File: src/rtl/rst_seq_pkg.sv
// Shared types and defaults for the staged reset sequencer.
// Optional watchdog is enabled with the RST_SEQ_WDOG_EN macro.
package rst_seq_pkg;

    typedef enum logic [1:0] {
        ST_HOLD      = 2'd0,
        ST_WAIT_LOCK = 2'd1,
        ST_RELEASE   = 2'd2,
        ST_RUN       = 2'd3
    } state_e;

    localparam int unsigned DEF_STAGES       = 4;
    localparam int unsigned DEF_HOLD_CYCLES  = 16;
    localparam int unsigned DEF_DEBOUNCE     = 4;
    localparam int unsigned DEF_STAGE_DLY    = 8;
    localparam int unsigned DEF_CNT_W        = 16;
    localparam int unsigned DEF_WDOG_TIMEOUT = 1024;

    // Width needed to hold the largest of three terminal counts.
    function automatic int unsigned cnt_w_for(input int unsigned a,
                                              input int unsigned b,
                                              input int unsigned c);
        int unsigned m;
        m = (a > b) ? a : b;
        m = (m > c) ? m : c;
        return (m < 2) ? 1 : $clog2(m + 1);
    endfunction

endpackage

File: src/rtl/rst_seq_debounce.sv
// Consecutive-high counter: done_o flags the N-th consecutive high sample.
// Used for PLL lock debounce and (with RST_SEQ_WDOG_EN) the watchdog.
module rst_seq_debounce
    import rst_seq_pkg::*;
#(
    parameter int unsigned N     = DEF_DEBOUNCE,
    parameter int unsigned CNT_W = DEF_CNT_W
) (
    input  logic clk_i,
    input  logic rst_ni,
    input  logic clr_i,
    input  logic in_i,
    output logic done_o
);

    localparam logic [CNT_W-1:0] LAST = CNT_W'(N - 1);

    logic [CNT_W-1:0] cnt_q, cnt_d;

    always_comb begin
        cnt_d = cnt_q;
        if (clr_i || !in_i) begin
            cnt_d = '0;
        end else if (cnt_q < LAST) begin
            cnt_d = cnt_q + CNT_W'(1);
        end
    end

    always_ff @(posedge clk_i) begin
        if (!rst_ni) begin
            cnt_q <= '0;
        end else begin
            cnt_q <= cnt_d;
        end
    end

    assign done_o = !clr_i && in_i && (cnt_q >= LAST);

endmodule

File: src/rtl/rst_sequencer.sv
// Staged reset release after hold, PLL lock debounce and per-stage delay.
// Optional watchdog (WDOG_TIMEOUT, wdog_kick, wdog_fired) via RST_SEQ_WDOG_EN.
module rst_sequencer
    import rst_seq_pkg::*;
#(
    parameter int unsigned STAGES      = DEF_STAGES,
    parameter int unsigned HOLD_CYCLES = DEF_HOLD_CYCLES,
    parameter int unsigned DEBOUNCE    = DEF_DEBOUNCE,
    parameter int unsigned STAGE_DLY   = DEF_STAGE_DLY,
    parameter int unsigned CNT_W       = DEF_CNT_W
`ifdef RST_SEQ_WDOG_EN
    ,
    parameter int unsigned WDOG_TIMEOUT = DEF_WDOG_TIMEOUT
`endif
) (
    input  logic              clk_100m,
    input  logic              sys_rst_n,
    input  logic              pll_locked,
    input  logic              soft_rst_req,
    output logic              soft_rst_ack,
    output logic [STAGES-1:0] stage_rst_n,
    output logic              init_done,
`ifdef RST_SEQ_WDOG_EN
    input  logic              wdog_kick,
    output logic              wdog_fired,
`endif
    output logic              lock_lost
);

    localparam logic [STAGES-1:0] ONE      = STAGES'(1);
    localparam logic [CNT_W-1:0]  HOLD_END = CNT_W'(HOLD_CYCLES - 1);
    localparam logic [CNT_W-1:0]  DLY_END  = CNT_W'(STAGE_DLY - 1);

    state_e             state_q, state_d;
    logic [CNT_W-1:0]   cnt_q, cnt_d;
    logic [STAGES-1:0]  stage_q, stage_d;
    logic               done_q, done_d;
    logic               ack_q, ack_d;
    logic               lost_q, lost_d;
    logic               lock_done;
    logic               abort;

    rst_seq_debounce #(
        .N     (DEBOUNCE),
        .CNT_W (CNT_W)
    ) u_lock_db (
        .clk_i  (clk_100m),
        .rst_ni (sys_rst_n),
        .clr_i  (state_q != ST_WAIT_LOCK),
        .in_i   (pll_locked),
        .done_o (lock_done)
    );

`ifdef RST_SEQ_WDOG_EN
    localparam int unsigned WDOG_W = cnt_w_for(WDOG_TIMEOUT, 1, 1);

    logic fired_q, fired_d;
    logic wdog_done;

    // Counts consecutive un-kicked RUN cycles; held clear outside RUN.
    rst_seq_debounce #(
        .N     (WDOG_TIMEOUT),
        .CNT_W (WDOG_W)
    ) u_wdog (
        .clk_i  (clk_100m),
        .rst_ni (sys_rst_n),
        .clr_i  (state_q != ST_RUN),
        .in_i   (!wdog_kick),
        .done_o (wdog_done)
    );
`endif

    always_comb begin
        state_d = state_q;
        cnt_d   = cnt_q;
        stage_d = stage_q;
        done_d  = done_q;
        ack_d   = ack_q && soft_rst_req;
        lost_d  = lost_q;
        abort   = 1'b0;
`ifdef RST_SEQ_WDOG_EN
        fired_d = fired_q;
`endif
        case (state_q)
            ST_HOLD: begin
                if (cnt_q >= HOLD_END) begin
                    if (!soft_rst_req) begin
                        state_d = ST_WAIT_LOCK;
                        cnt_d   = '0;
                    end
                end else begin
                    cnt_d = cnt_q + CNT_W'(1);
                end
            end
            ST_WAIT_LOCK: begin
                if (lock_done) begin
                    state_d = ST_RELEASE;
                    cnt_d   = '0;
                end
            end
            ST_RELEASE: begin
                if (!pll_locked) begin
                    abort  = 1'b1;
                    lost_d = 1'b1;
                end else if (cnt_q == DLY_END) begin
                    cnt_d   = '0;
                    stage_d = (stage_q << 1) | ONE;
                    if (stage_d[STAGES-1]) begin
                        done_d  = 1'b1;
                        state_d = ST_RUN;
                    end
                end else begin
                    cnt_d = cnt_q + CNT_W'(1);
                end
            end
            ST_RUN: begin
                if (!pll_locked) begin
                    abort  = 1'b1;
                    lost_d = 1'b1;
                end
                if (soft_rst_req) begin
                    abort = 1'b1;
                    ack_d = 1'b1;
                end
`ifdef RST_SEQ_WDOG_EN
                if (wdog_done) begin
                    abort   = 1'b1;
                    fired_d = 1'b1;
                end
`endif
            end
            default: state_d = ST_HOLD;
        endcase

        // Every reset cause funnels into one return to HOLD with all stages asserted.
        if (abort) begin
            state_d = ST_HOLD;
            cnt_d   = '0;
            stage_d = '0;
            done_d  = 1'b0;
        end
    end

    always_ff @(posedge clk_100m) begin
        if (!sys_rst_n) begin
            state_q <= ST_HOLD;
            cnt_q   <= '0;
            stage_q <= '0;
            done_q  <= 1'b0;
            ack_q   <= 1'b0;
            lost_q  <= 1'b0;
        end else begin
            state_q <= state_d;
            cnt_q   <= cnt_d;
            stage_q <= stage_d;
            done_q  <= done_d;
            ack_q   <= ack_d;
            lost_q  <= lost_d;
        end
    end

`ifdef RST_SEQ_WDOG_EN
    always_ff @(posedge clk_100m) begin
        if (!sys_rst_n) begin
            fired_q <= 1'b0;
        end else begin
            fired_q <= fired_d;
        end
    end

    assign wdog_fired = fired_q;
`endif

    assign stage_rst_n  = stage_q;
    assign init_done    = done_q;
    assign soft_rst_ack = ack_q;
    assign lock_lost    = lost_q;

endmodule

File: config.mk
export PLATFORM = sky130hd
export DESIGN_NAME = rst_sequencer
export DESIGN_NICKNAME = d
export VERILOG_FILES = /design/src/rtl/rst_seq_pkg.sv /design/src/rtl/rst_seq_debounce.sv /design/src/rtl/rst_sequencer.sv
export SDC_FILE = /design/constraint.sdc
export NUM_CORES = 1
export LEC_CHECK = 0
export BUFFER_PORTS_ARGS = -buffer_cell sky130_fd_sc_hd__buf_4
export CAP_MARGIN = 30
export CORE_MARGIN = 1
export CORE_UTILIZATION = 48
export DETAILED_ROUTE_END_ITERATION = 10
export HOLD_SLACK_MARGIN = 0.05
export MAX_ROUTING_LAYER = met4
export PLACE_DENSITY = 0.73
export REMOVE_ABC_BUFFERS = 1
export SYNTH_ARGS = -nofsm -noshare
export SYNTH_HDL_FRONTEND = slang
export SYNTH_HIERARCHICAL = 1
export SYNTH_SLANG_ARGS = --single-unit
File: constraint.sdc
create_clock -name clk_100m -period 3.7 [get_ports clk_100m]
set_input_delay 0.74 -clock clk_100m [delete_from_list [all_inputs] [get_ports clk_100m]]
set_output_delay 0.74 -clock clk_100m [all_outputs]
set_load 0.02 [all_outputs]
==> results.md, run 1 <==
- Multi-input gate area: 1000 um2
- Largest net degree at the start of global routing: 19
- Num CTS Buffers: 5
- Largest cells by area after synthesis: dfxtp_1 44%, and2_1 5.7%, ha_1 5.3%
- Yosys cell types: 44
- Final wirelength: 3450 um
- Global route overflow: 0
- Post-route clock period utilization: 0.672
- Routed Antenna Nets: 0
- Crit-path max cell delay: 0.59 ns
- Post-synth EDFFs: 0
- Total Neg Setup Slack: 0 ns
- Fin. Hold Viols: 0
- TritonCTS clock tree: built
- GRT Util Overall: 0.193
- Max Fclk: 402 MHz
- Worst path required time: 3.86 ns
- # DRC: 0
- Hold Path Class: reg2reg
- Sequential share of the synthesized area: 0.436
- DR vias/cell: 5.58
- DR vias: 1463
- Outcome: completed
- Synth Flop Type: dfxtp_1
- Vias in the first global route: 1387
- Critical Path AT: 2.65 ns
- Power Density: 393 nW/um2
- Area grow syn2layout: 12.6%
- Final setup viols: 0
- First-iteration detailed-routing DRC count: 90
- Die footprint: 4180 um2
- Syn. warnings: 6
- Clk slew on worst S/H paths: 0.08 ns
- Die width: 64.6 um
- Ports: 11
- Skew-Pair Late Insertion Delay: 0.30 ns
- Placed cell areas: 2000 um2
- Post-CTS Setup Bufs: 0
- H-tree depth: 2
- Row cnt: 22
- CTS Buffer Depth: 2
- RSZ-0062 raised after global routing: no
- Crit path launch: cnt_q[13]
- Layout cells sized above 1: 0.140
- Fillers: 356
- Final GP Congestion: 0.851
- FF+latch area: 821 um2
- Hpwl dp: 2390 um
- Critical path class: reg2reg
- Hold path start: init_done
- Synthesis-stage register bit count: 41
- Root Buffer: clkbuf_8
- Nets: 225
- Hold buffers post-CTS: 0
- Syn Inst Count: 199
- Post-Syn Area: 1880 um2
- Post_cts resized: 0
- Synth top area share: 0.436
- Tmin final: 2.49 ns
- Routed len/inst: 13.2 um
- Crit end category: flip-flop
- Startpoint types: flip-flop
- Rel. slew slack: 0.484
- FFs w/ async S/R, synth: 0
- Largest fanout on the critical path: 15
- Clk_skew: 0.00962 ns
- Worst R2R Start: cnt_q[13]
- First-pass GRT wire length: 6020 um
- CP Cell Sequence: or4_4, o41ai_4, buf_4, nand2_2, o21ai_2, nor2_1
- VDD IR max: 0.226 mV
- Final instance area: 2120 um2
- Pre-antenna DRT Iters: 4
- Syn Area/Cell: 9.46 um2
- Slowest-stage cell, CP: or4_4
- Antenna cells: 0
- Least-Margin Pin Slew: 0.766 ns
- Die height: 64.6 um
- Largest area contributor in the netlist: dfxtp_1
- Port Buf Inserts: 10
- Pleak: 0.865 nW
- Slew Limit Fails: 0
- Initial cell density of the core: 0.506
- Initial antenna violation count: 0
- Total core area: 3720 um2
- CTS sink count: 41
- Max-capacitance violation count: 0
-- synth_stat cells, drive strengths merged (4+ instances only) --
library cell and instances:
dfxtp 41, nor2 18, and2 17, nand4 12, nand2 11, xor2 10, ha 8, inv 8
a21oi 7, nor4 7, nand3 6, and3 5, buf 4, mux2i 4, nor3 4, o21ai 4
-- metal layers --
| layer | track usage | share of wire |
|---|---|---|
| met2 | 0.296 | 0.45 |
| met4 | 0.0917 | 0.017 |
| met3 | 0.0581 | 0.049 |
| met1 | 0.230 | 0.48 |
| met5 | - | 0 |
-- state kept, by name, summed over array words and instances, names as in the netlist --
| register | count |
|---|---|
| init_done | 1 |
| cnt_q | 16 |
| u_lock_db/cnt_q | 16 |
| lock_lost | 1 |
| stage_rst_n | 4 |
| state_q | 2 |
| soft_rst_ack | 1 |
-- cell families (layout without fill, tap and decap cells) --
logic type | after synthesis | after routing | synth area share
fa+ha+maj | 8 | 8 | 0.0532
xor+xnor | 12 | 12 | 0.0559
buf+inv | 13 | 28 | 0.0312
simple gates | 97 | 97 | 0.307
flops | 41 | 41 | 0.436
mux | 4 | 4 | 0.0213
compound gates | 24 | 24 | 0.0951
-- final cells by class --
type	instances	share of cell area
clock buffer	5	0.0325
clock inverter	3	0.0219
inverter	8	0.0142
multi-input combinational	145	0.473
sequential	41	0.387
tap	48	0.0284
timing repair buffer	12	0.0425
-- critical path: cells and delay by family (launching register included) --
kind	cells	cell delay (ns)
AO/OA/AOI/OAI	2	0.91
buffers and inverters	1	0.25
flip-flops	1	0.37
AND/OR/NAND/NOR	3	0.84
-- stage by stage --
stage | util | std cells | hold WS (ns) | setup slack [ns] | power (mW)
detailed placement | 0.539 | 254 | 0.449 | 1.23 | 0.474
global placement | 0.539 | 254 | 0.436 | 1.24 | 0.474
global route | 0.570 | 262 | 0.477 | 0.998 | 0.864
CTS | 0.570 | 262 | 0.464 | 1.22 | 0.840
floorplan | - | 194 | 0.431 | 1.35 | 0.467
finish | 0.570 | 262 | 0.458 | 1.21 | 0.832
-- layout by cell type, fill, tap and decap left out, types with 4 or more instances in the layout --
cell type | synthesis | final
a21oi_1 | 7 | 7
and2_1 | 17 | 17
and3_1 | 5 | 5
buf_4 | 2 | 12
clkbuf_8 | 0 | 5
dfxtp_1 | 41 | 41
ha_1 | 8 | 8
inv_1 | 8 | 8
mux2i_1 | 4 | 4
nand2_1 | 10 | 10
nand3_1 | 6 | 6
nand4_1 | 12 | 12
nor2_1 | 18 | 18
nor4_1 | 4 | 4
xor2_1 | 10 | 10
-- worst paths after layout --
path	endpoint	slack (ns)	cells past startpoint
worst max-delay path	cnt_q[6]	1.21	6
worst min-delay path	init_done	0.46	2
worst max register to register	cnt_q[6]	1.21	6
worst min register to register	init_done	0.46	2
-- power by group --
part | leakage (nW) | internal (mW) | switching [mW]
combinational | 0.480 | 0.00722 | 0.0106
clock | 0.0543 | 0.202 | 0.166
sequential | 0.331 | 0.443 | 0.00264
total | 0.865 | 0.653 | 0.179
Note: power is estimated with default switching activity, not from simulation.
==> run 2, diff against run 1 <==
--- a/config.mk
+++ b/config.mk
@@ -12,7 +12,7 @@
 export DETAILED_ROUTE_END_ITERATION = 10
 export HOLD_SLACK_MARGIN = 0.05
 export MAX_ROUTING_LAYER = met4
-export PLACE_DENSITY = 0.73
+export PLACE_DENSITY = 0.76
 export REMOVE_ABC_BUFFERS = 1
 export SYNTH_ARGS = -nofsm -noshare
 export SYNTH_HDL_FRONTEND = slang
==> constraint.sdc (replaced) <==
create_clock -name clk_100m -period 2.2 [get_ports clk_100m]
set_input_delay 0.44 -clock clk_100m [delete_from_list [all_inputs] [get_ports clk_100m]]
set_output_delay 0.44 -clock clk_100m [all_outputs]
set_load 0.02 [all_outputs]
==> run 2 against run 1 <==
Net effect: critical path type unchanged; clock skew is 0.0021 ns higher; clock-buffer cell count stayed put; sequential share of layout area is 1.5 points lower; routed wire length is 0.38% higher; worst setup slack worse by 1.1 ns; largest cell class unchanged; worst hold slack worse by 0.091 ns; design area is 4.0% higher.
==> results.md, run 2 (synthesis results as in run 1) <==
- Vias in the first global route: 1351 (-2.6%)
- Hold path start: sys_rst_n
- Commonest non-fill, non-tap cell in the layout: dfxtp_1
- Total core area: 3720 um2 (unchanged)
- Multi-input gate area: 1030 um2 (+2.6%)
- Placed insts: 263 (+3.5%)
- Crit path buffers/inverters: 1 (unchanged)
- VDD IR max: 0.496 mV (+120%)
- Hold worst-path end: lock_lost
- Total Neg Setup Slack: 0 ns (unchanged)
- Layout Cells excl Fill: 272 (+3.8%)
- Max Fclk: 477 MHz (+19%)
- GRT Util Overall: 0.189 (-0.00358)
- DR vias: 1458 (-0.34%)
- Outcome: completed
- Hpwl dp: 2530 um (+5.9%)
- Hold Path Class: in2reg
- Worst path required time: 2.43 ns (-1.43 ns)
- Final GP Congestion: 0.905 (+6.4%)
- Ports: 11 (unchanged)
- Rel. slew slack: 0.659 (+0.174)
- Layout cells sized above 1: 0.192 (+0.0518)
- Pre-CTS WS: -0.0408 ns (-1.27 ns)
- TritonCTS clock tree: built
- Routed len/inst: 12.7 um (-3.3%)
- Least-Margin Pin Slew: 0.507 ns (-0.259 ns)
- Final worst slack: 0.105 ns (-1.11 ns)
- Nets: 235 (+4.4%)
- DR vias/cell: 5.36 (-4.0%)
- First-iteration detailed-routing DRC count: 83 (-7.8%)
- Initial antenna violation count: 0 (unchanged)
- Critical path class: reg2reg
- WHS Path Cells: 2 (unchanged)
- Worst R2R Start: cnt_q[10]
- Num CTS Buffers: 5 (unchanged)
- Die footprint: 4180 um2 (unchanged)
- Fin. Hold Viols: 0 (unchanged)
- Routed wl met2: 1580 um (+1.9%)
- Final Power: 1.32 mW (+58%)
- Clk slew on worst S/H paths: 0.09 ns (about the same)
- Pre-antenna DRT Iters: 4 (unchanged)
- Startpoint types: flip-flop
- Antenna cells: 0 (unchanged)
- Root Buffer: clkbuf_8
- Fillers: 341 (-4.2%)
- First-pass GRT wire length: 5910 um (-1.7%)
- Area grow syn2layout: 17.0%
- Routed Antenna Nets: 0 (unchanged)
- Final wirelength: 3460 um (+0.38%)
- CTS Buffer Depth: 2 (unchanged)
- Slowest-stage cell, CP: or4_4
- Final setup viols: 0 (unchanged)
- Post-route clock period utilization: 0.952 (+0.280)
- Die width: 64.6 um (unchanged)
- R2R Setup Slk: 0.10 ns (-1.11 ns)
- Crit end category: flip-flop
- RSZ-0062 raised after global routing: no
- Largest fanout on the critical path: 13 (-2)
- Slew Limit Fails: 0 (unchanged)
- Tmin final: 2.10 ns (-0.391 ns)
- # DRC: 0 (unchanged)
- Row cnt: 22 (unchanged)
- Power Density: 598 nW/um2 (+52%)
- Met1 WL: 1720 um (+2.9%)
- Skew-Pair Late Insertion Delay: 0.30 ns (about the same)
- Critical Path AT: 2.33 ns (-0.32 ns)
- Initial cell density of the core: 0.506 (unchanged)
- Routed wl met3: 102 um (-40%)
- Max-capacitance violation count: 0 (unchanged)
- CP Cell Sequence: or4_4, o41ai_4, buf_4, and3_1, nand3_1, a21oi_1
- FF+latch area: 821 um2 (unchanged)
- Global route overflow: 0 (unchanged)
- Clk_skew: 0.0117 ns (+0.00212 ns)
- Pleak: 0.918 nW (+6.1%)
- CTS sink count: 41 (unchanged)
- Largest net degree at the start of global routing: 19 (unchanged)
- Port Buf Inserts: 10 (unchanged)
- Worst r2r path cells: 6 (unchanged)
- R2R Path End: cnt_q[14]
- Top layer in use: met4
- Most frequent cells in the layout: 41 x dfxtp_1, 22 x buf_4, 18 x nor2_1
- H-tree depth: 2 (unchanged)
- Delay-heaviest family, CP: simple AND/OR/NAND/NOR gates
- Die height: 64.6 um (unchanged)
- Crit-path max cell delay: 0.58 ns (about the same)
-- run 2: cell count changes in the layout (fill, tap and decap cells not counted), sizes merged --
| cell | delta |
|---|---|
| buf | +10 |
| clkinvlp | -1 |
| inv | +3 |
| clkinv | -1 |
| bufinv | -1 |
-- run 2: layer usage --
metal / GRT usage / up-vias
met2: 0.293 / 22
met3: 0.0423 / 7
met5: - / -
met4: 0.0833 / 0
li1: - / 755
met1: 0.235 / 674
-- run 2: cell type report --
type / instances / share of cell area
multi-input combinational: 145 / 0.467
sequential: 41 / 0.373
timing repair buffer: 22 / 0.0750
clock buffer: 5 / 0.0313
tap: 48 / 0.0273
inverter: 8 / 0.0136
clock inverter: 3 / 0.0131
-- run 2: stage by stage --
| stage | area, um2 | hold WS [ns] | util |
|---|---|---|---|
| 2_1_floorplan | 1850 | 0.431 | - |
| 6_report | 2200 | 0.368 | 0.593 |
| 3_3_place_gp | 2070 | 0.435 | 0.557 |
| 3_5_place_dp | 2070 | 0.446 | 0.557 |
| 4_1_cts | 2170 | 0.368 | 0.585 |
| 5_1_grt | 2200 | 0.378 | 0.593 |
-- run 2: worst max path at each step --
stage | startpoint | to | slack, ns | depth (start not counted)
2_1_floorplan | cnt_q[13] | cnt_q[0] | -0.15 | 5
3_5_place_dp | u_lock_db/cnt_q[0] | cnt_q[14] | -0.04 | 9
4_1_cts | cnt_q[5] | cnt_q[7] | 0.04 | 6
3_3_place_gp | u_lock_db/cnt_q[0] | cnt_q[14] | 0.03 | 9
6_report | cnt_q[10] | cnt_q[14] | 0.10 | 6
5_1_grt | u_lock_db/cnt_q[0] | cnt_q[15] | 0.01 | 10
-- run 2: repair_timing --
action,4_1_cts,5_1_grt
hold buffers,0,0
resized for setup,1,3
endpoints found under the setup margin,6,16
setup buffers,0,1
-- run 2: power by group --
group / internal (mW) / leakage, nW / switching, mW
Clock: 0.239 / 0.0511 / 0.293
Combinational: 0.0146 / 0.536 / 0.0183
Sequential: 0.746 / 0.331 / 0.00439
Total: 1.00 / 0.918 / 0.316
